File: src/rtl/code_input_debouncer.sv
// Two-flop synchroniser plus IDLE/CHECK debouncer for the code path, with a one-cycle strobe per accepted code.
// Optional auto-repeat strobes while a non-zero code is held: define CODE_AUTOREPEAT_EN.
module code_input_debouncer #(
   parameter int unsigned CODE_W          = 4,
   parameter int unsigned DEBOUNCE_CYCLES = 16,
   parameter int unsigned REPEAT_DELAY    = 1000,
   parameter int unsigned REPEAT_PERIOD   = 250
) (
   input  logic              clk,
   input  logic              rst,
   input  logic [CODE_W-1:0] sw_in,
   output logic [CODE_W-1:0] code_out,
   output logic              code_strobe,
   output logic              busy,
   output logic [7:0]        glitch_cnt
);

   localparam int unsigned CNT_W = $clog2(DEBOUNCE_CYCLES);

   if (DEBOUNCE_CYCLES < 2 || DEBOUNCE_CYCLES > 65535 || REPEAT_DELAY < 1 || REPEAT_PERIOD < 1) begin : g_param_check
      $error("code_input_debouncer: parameter out of range");
   end

   typedef enum logic {IDLE, CHECK} state_t;

   state_t             state, state_nx;
   logic [CODE_W-1:0]  sync1, sync2;
   logic [CODE_W-1:0]  cand, cand_nx, code_nx;
   logic [CNT_W-1:0]   cnt, cnt_nx;
   logic [7:0]         glitch_nx;
   logic               accept;
   logic               rep_fire;

   always_comb begin
      state_nx  = state;
      cand_nx   = cand;
      cnt_nx    = cnt;
      code_nx   = code_out;
      glitch_nx = glitch_cnt;
      accept    = 1'b0;
      case (state)
         IDLE: begin
            if (sync2 != code_out) begin
               cand_nx  = sync2;
               cnt_nx   = '0;
               state_nx = CHECK;
            end
         end
         CHECK: begin
            if (sync2 != cand) begin
               if (glitch_cnt != 8'hFF) glitch_nx = glitch_cnt + 8'd1;
               if (sync2 == code_out) begin
                  state_nx = IDLE;
               end else begin
                  cand_nx = sync2;
                  cnt_nx  = '0;
               end
            end else if (cnt == CNT_W'(DEBOUNCE_CYCLES - 1)) begin
               code_nx  = cand;
               accept   = 1'b1;
               state_nx = IDLE;
            end else begin
               cnt_nx = cnt + CNT_W'(1);
            end
         end
         default: state_nx = IDLE;
      endcase
   end

`ifdef CODE_AUTOREPEAT_EN
   localparam int unsigned REP_MAX = (REPEAT_DELAY > REPEAT_PERIOD) ? REPEAT_DELAY : REPEAT_PERIOD;
   localparam int unsigned REP_W   = $clog2(REP_MAX + 1);

   logic [REP_W-1:0] rep, rep_nx;
   logic             rep_first, rep_first_nx;

   // rep_first distinguishes the initial delay from the steady repeat period
   always_comb begin
      rep_nx       = '0;
      rep_first_nx = 1'b0;
      rep_fire     = 1'b0;
      if (state == IDLE && code_out != '0 && sync2 == code_out) begin
         if (!rep_first && rep == REP_W'(REPEAT_DELAY - 1)) begin
            rep_fire     = 1'b1;
            rep_first_nx = 1'b1;
         end else if (rep_first && rep == REP_W'(REPEAT_PERIOD - 1)) begin
            rep_fire     = 1'b1;
            rep_first_nx = 1'b1;
         end else begin
            rep_nx       = rep + REP_W'(1);
            rep_first_nx = rep_first;
         end
      end
   end

   always_ff @(posedge clk) begin
      if (rst) begin
         rep       <= '0;
         rep_first <= 1'b0;
      end else begin
         rep       <= rep_nx;
         rep_first <= rep_first_nx;
      end
   end
`else
   assign rep_fire = 1'b0;
`endif

   always_ff @(posedge clk) begin
      if (rst) begin
         sync1       <= '0;
         sync2       <= '0;
         state       <= IDLE;
         cand        <= '0;
         cnt         <= '0;
         code_out    <= '0;
         glitch_cnt  <= '0;
         code_strobe <= 1'b0;
      end else begin
         sync1       <= sw_in;
         sync2       <= sync1;
         state       <= state_nx;
         cand        <= cand_nx;
         cnt         <= cnt_nx;
         code_out    <= code_nx;
         glitch_cnt  <= glitch_nx;
         code_strobe <= accept | rep_fire;
      end
   end

   assign busy = (state == CHECK);

endmodule

File: config.mk
export PLATFORM = sky130hd
export DESIGN_NAME = code_input_debouncer
export DESIGN_NICKNAME = d
export VERILOG_FILES = /design/src/rtl/code_input_debouncer.sv
export SDC_FILE = /design/constraint.sdc
export NUM_CORES = 1
export LEC_CHECK = 0
export ABC_CLOCK_PERIOD_IN_PS = 1800
export BUFFER_PORTS_ARGS = -buffer_cell sky130_fd_sc_hd__buf_2
export CAP_MARGIN = 20
export CORE_ASPECT_RATIO = 0.75
export CORE_MARGIN = 1.5
export CORE_UTILIZATION = 49
export DETAILED_ROUTE_END_ITERATION = 7
export PLACE_DENSITY = 0.83
export RECOVER_POWER = 25
export SLEW_MARGIN = 20
export SYNTH_ARGS = -nofsm -noshare
export SYNTH_HDL_FRONTEND = slang
export SYNTH_SLANG_ARGS = --single-unit
File: constraint.sdc
create_clock -name clk -period 1.8 [get_ports clk]
set_clock_uncertainty 0.15 [all_clocks]
set_input_delay 0.09 -clock clk [delete_from_list [all_inputs] [get_ports clk]]
set_output_delay 0.09 -clock clk [all_outputs]
set_load 0.01 [all_outputs]
==> summary.txt, run 1 <==
Clocking
  – Root buf cell: clkbuf_4
  – Clk slew on worst S/H paths: 0.09 ns
  – H-tree Lvls: 2
  – CTS Buf Count: 5
  – Later-pin clock latency in the skew report: about 0.33 ns
  – CTS Sinks: 30
  – Clock Tree Buf Depth: 2
  – CTS tree: built

Status
  – Failing checks: setup timing
  – Status: finished with violations

Die
  – Die Area: ~3000 um^2
  – Total core area: 2400 um^2
  – Initial Util: 54.2%
  – Die Wd: 62.5 um
  – Die Ht: between 40 and 50 um
  – # IOs: 20
  – Row cnt: 15

Timing
  – Final WS setup: -0.101 ns
  – Setup-failing EPs final: 8
  – Tcrit/Tclk final: 106%
  – Relative slew slack: 59.2%
  – Slew Viols, Final: 0
  – Min Tclk post-route: about 1.9 ns
  – Final hold vios: 0
  – Fmax: 526 MHz
  – Worst-Margin Slew: 0.611 ns
  – WHS: 0.121 ns
  – RSZ-0062 raised after global routing: true

Finish
  – P&R area growth vs syn: 41.5%
  – Most common cell after layout, fill and taps aside: buf_4
  – Nets@finish: 198
  – Commonest non-fill, non-tap cells in the layout: buf_4, dfxtp_1, buf_2
  – # diodes: 0
  – Layout cell share with drive strength beyond 1: 40.3%
  – Fin cells: 225

Global route
  – Pin count of the biggest net entering global routing: 36
  – Global-route wire length before repair: 4860 um
  – Initial antenna violation count: 0
  – Number of global-route vias before repair: around 1.1k
  – GRT Util Overall: 22.0%
  – GRT Residual Overflow: 0

Power and ir drop
  – Pwr Density: between 700 and 800 nW/um^2
  – Worst vdd ir: 0.000652 V
  – PnR Total Power: 1.32 mW
  – LEAKAGE: 0.745 nW

Route
  – Vias/cell: 5.75
  – # DRC: 0
  – DR WL/cell: 16.4 um
  – 1st-iter DRT viols: 111
  – TritonRoute pass-1 iters: 4
  – Antenna Nets Post-Route: 0
  – Vias: 1294
  – Drt total wl: 3690 um

Yosys
  – Post-Syn Area: 1300 um^2
  – EDFF count, synth: 0
  – Post-synth top area share: between 40% and 50%
  – Seq/Total Area, Yosys: a little under half
  – Yosys top cell by area: dfxtp_1
  – Mapped Avg Cell Area: about 9 um^2
  – Post-Syn Nets: ~150
  – Syn Inst Count: 141
  – Asr flop ratio synth: 0%
  – Synth warn: 0
  – Primary FF master, synth: dfxtp_1
  – Largest cells by area after synthesis: dfxtp_1, nor2b_1, mux2i_1
  – #FFs+latches synth: 30
  – Synth unique cells: 33

Placed design
  – GP Congestion: 0.919
  – DP Cell Count: 209
  – PortBufs: 19
  – Post-DP HPWL: between 2000 and 2500 um

Worst setup path
  – Critical Path Start Type: flop
  – Crit Path Max Fanout: 9
  – Arrival @ worst endpoint: about 1.9 ns
  – CP Class: flop to flop
  – Critical Path End Type: flop
  – Req. time, crit path: 1.83 ns

Hold path
  – Hold crit path type: input port to flop

Run
  – MaxCap Viol Count: 0
[stage by stage]
stage	worst slack, ns	TNS (ns)	cell area (um^2)	utilization, %
floorplan	-0.125	-0.125	1310	-
global placement	-0.00834	-0.00834	1580	65.6
detailed placement	-0.0513	-0.141	1580	65.6
CTS	-0.0861	-0.164	1680	70.1
global route	-0.127	-0.871	1840	76.7
finish	-0.101	-0.329	1840	76.7
[routing by layer]
layer	GRT usage (%)	wire, um	share of wire (%)	vias up
li1	-	-	-	608
met1	25.0	1610	44	624
met2	40.0	1750	47	49
met3	5.88	217	5.9	13
met4	12.4	116	3.1	0
met5	0	0	0	-
[worst paths after layout]
| path | start | endpoint | slack, ns | depth (start not counted) |
|---|---|---|---|---|
| setup / recovery | cand[2] | glitch_cnt[7] | -0.10 | 5 |
| hold / removal | rst | sync2[0] | 0.12 | 2 |
| setup reg to reg | cand[2] | glitch_cnt[7] | -0.10 | 5 |
| hold reg to reg | sync1[3] | sync2[3] | 0.29 | 1 |
[state kept, by name (all words and copies together), names as in the netlist]
name and cells:
sync2 4, code_out 4, cand 4, busy 1
sync1 4, code_strobe 1, cnt 4, glitch_cnt 8
[power breakdown]
group / internal (mW) / switching (mW) / total, mW
registers: 0.682 / 0.0160 / 0.698
clock network: 0.189 / 0.221 / 0.410
logic: 0.102 / 0.108 / 0.209
total: 0.973 / 0.345 / 1.32
[critical path: stages (launching register included)]
cell,delay [ns]
dfxtp_2,0.35
xor2_2,0.18
or4_4,0.54
buf_4,0.20
a31oi_1,0.22
nor3_1,0.10
[layout make-up]
cell class                 count  area, um^2
sequential                    30         614
tap                           34        42.5
inverter                       3        11.3
fill                         167         561
clock buffer                   7        55.1
multi-input combinational    102         791
clock inverter                 1        5.00
timing repair buffer          48         323
[cell usage after synthesis, types with 3 or more instances]
| cell | n |
|---|---|
| inv_1 | 3 |
| dfxtp_1 | 30 |
| xor2_1 | 4 |
| nor2_1 | 10 |
| clkbuf_1 | 4 |
| mux2i_1 | 4 |
| nand2_1 | 7 |
| nand4_1 | 4 |
| nor3_1 | 5 |
| nor2b_1 | 12 |
| a31oi_1 | 4 |
| o21ai_0 | 6 |
| or4_1 | 4 |
| xnor2_1 | 4 |
| nand3_1 | 8 |
| a21oi_1 | 7 |
[cells by family after synthesis]
family / after synthesis / share of synthesized area, %
AOI/OAI and AO/OA: 26 / 12.6
and+or+nand+nor: 60 / 26.3
muxes: 6 / 4.81
xor gates and xnor gates: 8 / 5.38
DFF: 30 / 46.2
adders and majority gates: 2 / 1.92
buffers and inverters: 9 / 2.79
[repair_timing]
| item | in CTS | in global routing |
|---|---|---|
| gates resized for setup | 2 | 27 |
| hold buffers | 4 | 0 |
| setup buffers | 0 | 4 |
| endpoints found under the hold margin | 4 | 0 |
| cloned | 0 | 0 |
| setup endpoints to repair | 3 | 16 |
| pin swaps | 1 | 2 |
Power figures use the tool's default switching activity.
==> inputs of run 2 (changes only) <==
- CORE_ASPECT_RATIO: 0.75 -> not set
==> run 2 against run 1 <==
  * The run still ends with setup timing left
  * Global-route usage grew 2.6 points
  * Clock power increased by 29%
  * Largest cell class unchanged
  * Final area decreased by 4.2%
  * Largest power group unchanged
  * Worst setup slack better by 0.035 ns
  * Sequential share of layout area grew 0.97 points
  * Combinational power decreased by 4%
==> summary.txt, run 2 (synthesis gave the netlist of run 1 again) <==
Status
  – Status: finished with violations
  – Failing checks: setup timing

Clocking
  – Root buf cell: clkbuf_4
  – CTS Buf Count: 5 (unchanged)
  – Later-pin clock latency in the skew report: 0.34 ns (about the same)
  – CTS tree: built
  – H-tree Lvls: 2 (unchanged)
  – Clock Tree Buf Depth: 2 (unchanged)
  – Clk slew on worst S/H paths: 0.10 ns (about the same)
  – CTS Sinks: 30 (unchanged)

Timing
  – Worst-Margin Slew: 0.587 ns (-0.0243 ns)
  – Setup-failing EPs final: 5 (-3)
  – RSZ-0062 raised after global routing: true
  – Relative slew slack: 60.9% (+1.6 points)
  – WHS: 0.0863 ns (-0.0347 ns)
  – Final hold vios: 0 (unchanged)
  – Tcrit/Tclk final: 104% (-1.9 points)
  – Slew Viols, Final: 0 (unchanged)
  – Final WS setup: -0.0665 ns (+0.0345 ns)
  – Min Tclk post-route: 1.87 ns (-0.0345 ns)
  – Fmax: 536 MHz (+1.8%)

Power and ir drop
  – Clock power frac: 37.2% (+6.1 points)
  – Internal Power: 1.07 mW (+9.8%)
  – Pwr Density: 808 nW/um^2 (+13%)
  – Switching Share: 25.0% (-1.1 points)
  – Worst vdd ir: 0.000697 V (+7.0%)
  – PnR Total Power: 1.42 mW (+8.2%)
  – Seq pwr share: 48.8% (-4.2 points)
  – Switching Power: 0.356 mW (+3.4%)
  – LEAKAGE: 0.739 nW (-0.78%)
  – Logic pwr share: 14.0% (-1.9 points)

Finish
  – P&R area growth vs syn: 35.6%
  – Fin cells: 219 (-2.7%)
  – Most flops, register: glitch_cnt
  – Commonest non-fill, non-tap cells in the layout: dfxtp_1, buf_4, buf_2
  – # diodes: 0 (unchanged)
  – Max reg flops: 8 (unchanged)
  – Most common cell after layout, fill and taps aside: dfxtp_1
  – Layout cell share with drive strength beyond 1: 34.4% (-5.9 points)
  – Fill cell count: 188 (+13%)
  – Nets@finish: 196 (-1.0%)
  – Final Util: 70.6% (-6.1 points)

Placed design
  – GP Congestion: 0.845 (-8.0%)
  – Post-DP HPWL: 1990 um (-7.2%)
  – PortBufs: 19 (unchanged)
  – DP Cell Count: 204 (-2.4%)
  – Dpl ws: -0.0614 ns (-0.0102 ns)

Die
  – Initial Util: 52.1% (-2.1 points)
  – Die Wd: 54.5 um (-13%)
  – Die Area: 2970 um^2 (-0.12%)
  – # IOs: 20 (unchanged)
  – Die Ht: 54.5 um (+14%)
  – Row cnt: 18 (+3)
  – Total core area: 2500 um^2 (+4.1%)

Route
  – # DRC: 0 (unchanged)
  – DR WL/cell: 14.3 um (-13%)
  – TritonRoute pass-1 iters: 4 (unchanged)
  – Drt total wl: 3140 um (-15%)
  – Antenna Nets Post-Route: 0 (unchanged)
  – Vias: 1257 (-2.9%)
  – Vias/cell: 5.74 (-0.20%)
  – 1st-iter DRT viols: 25 (-77%)

Global route
  – GRT Residual Overflow: 0 (unchanged)
  – Global-route wire length before repair: 5000 um (+2.8%)
  – Pin count of the biggest net entering global routing: 36 (unchanged)
  – GRT Util Overall: 24.6% (+2.6 points)
  – Number of global-route vias before repair: 1195 (+7.3%)
  – Initial antenna violation count: 0 (unchanged)

Hold path
  – WHS Path Cells: 2 (unchanged)
  – Hold crit path type: input port to flop

Worst setup path
  – Arrival @ worst endpoint: 1.96 ns (+0.03 ns)
  – Critical Path End Type: flop
  – Worst r2r path cells: 4 (-1)
  – Req. time, crit path: 1.89 ns (+0.06 ns)
  – Crit Path Max Fanout: 3 (-6)
  – Critical Path Start Type: flop
  – CP Class: flop to flop

Run
  – MaxCap Viol Count: 0 (unchanged)
## run 2: metrics by stage
| stage | cell area (um^2) | TNS [ns] |
|---|---|---|
| final | 1760 | -0.142 |
| after global routing | 1760 | -0.913 |
| after CTS | 1740 | -0.0956 |
| after detailed placement | 1560 | -0.192 |
| after global placement | 1560 | -0.0000293 |
| after floorplan | 1310 | -0.125 |
## run 2: what timing repair did
item | in CTS | in global routing
hold buffers | 4 | 0
hold endpoints to repair | 4 | 0
resized for setup | 11 | 2
buffers inserted | 1 | 2
pin swaps | 1 | 0
endpoints found under the setup margin | 6 | 15
## run 2: path summary, 6_finish.rpt
kind,start,to,slack [ns]
worst max-delay path,cand[1],cnt[1],-0.07
worst min-delay path,rst,cand[0],0.09
worst max register to register,cand[1],cnt[1],-0.07
worst min register to register,sync1[3],sync2[3],0.30
## run 2: layout make-up
class | count | area (um^2) | share of cell area (%)
clock inverter | 3 | 40.0 | 2.27
multi-input combinational | 102 | 721 | 40.9
inverter | 3 | 11.3 | 0.638
tap | 30 | 37.5 | 2.13
sequential | 30 | 606 | 34.3
clock buffer | 5 | 37.5 | 2.13
timing repair buffer | 46 | 312 | 17.7
## run 2: power groups by stage
stage	Combinational, mW	Sequential, mW	Clock (mW)
after global placement	0.155	0.707	0
after CTS	0.182	0.695	0.548
after detailed placement	0.164	0.708	0
final	0.200	0.695	0.530
after floorplan	0.0909	0.711	0
after global routing	0.217	0.698	0.569
## run 2: worst max-delay path, cell delays in order (launching register included)
cell and delay (ns):
dfxtp_2 0.33, xor2_1 0.18, or4_4 0.55, or4_1 0.47, o311ai_1 0.09
## run 2: per-layer routing
metal  up-vias  global-route usage [%]  wire, um
li1        607                       -         -
met1       595                    26.3      1270
met2        42                    39.4      1580
met3        13                    9.84       177
met4         0                    17.5       110
met5         -                       0         0
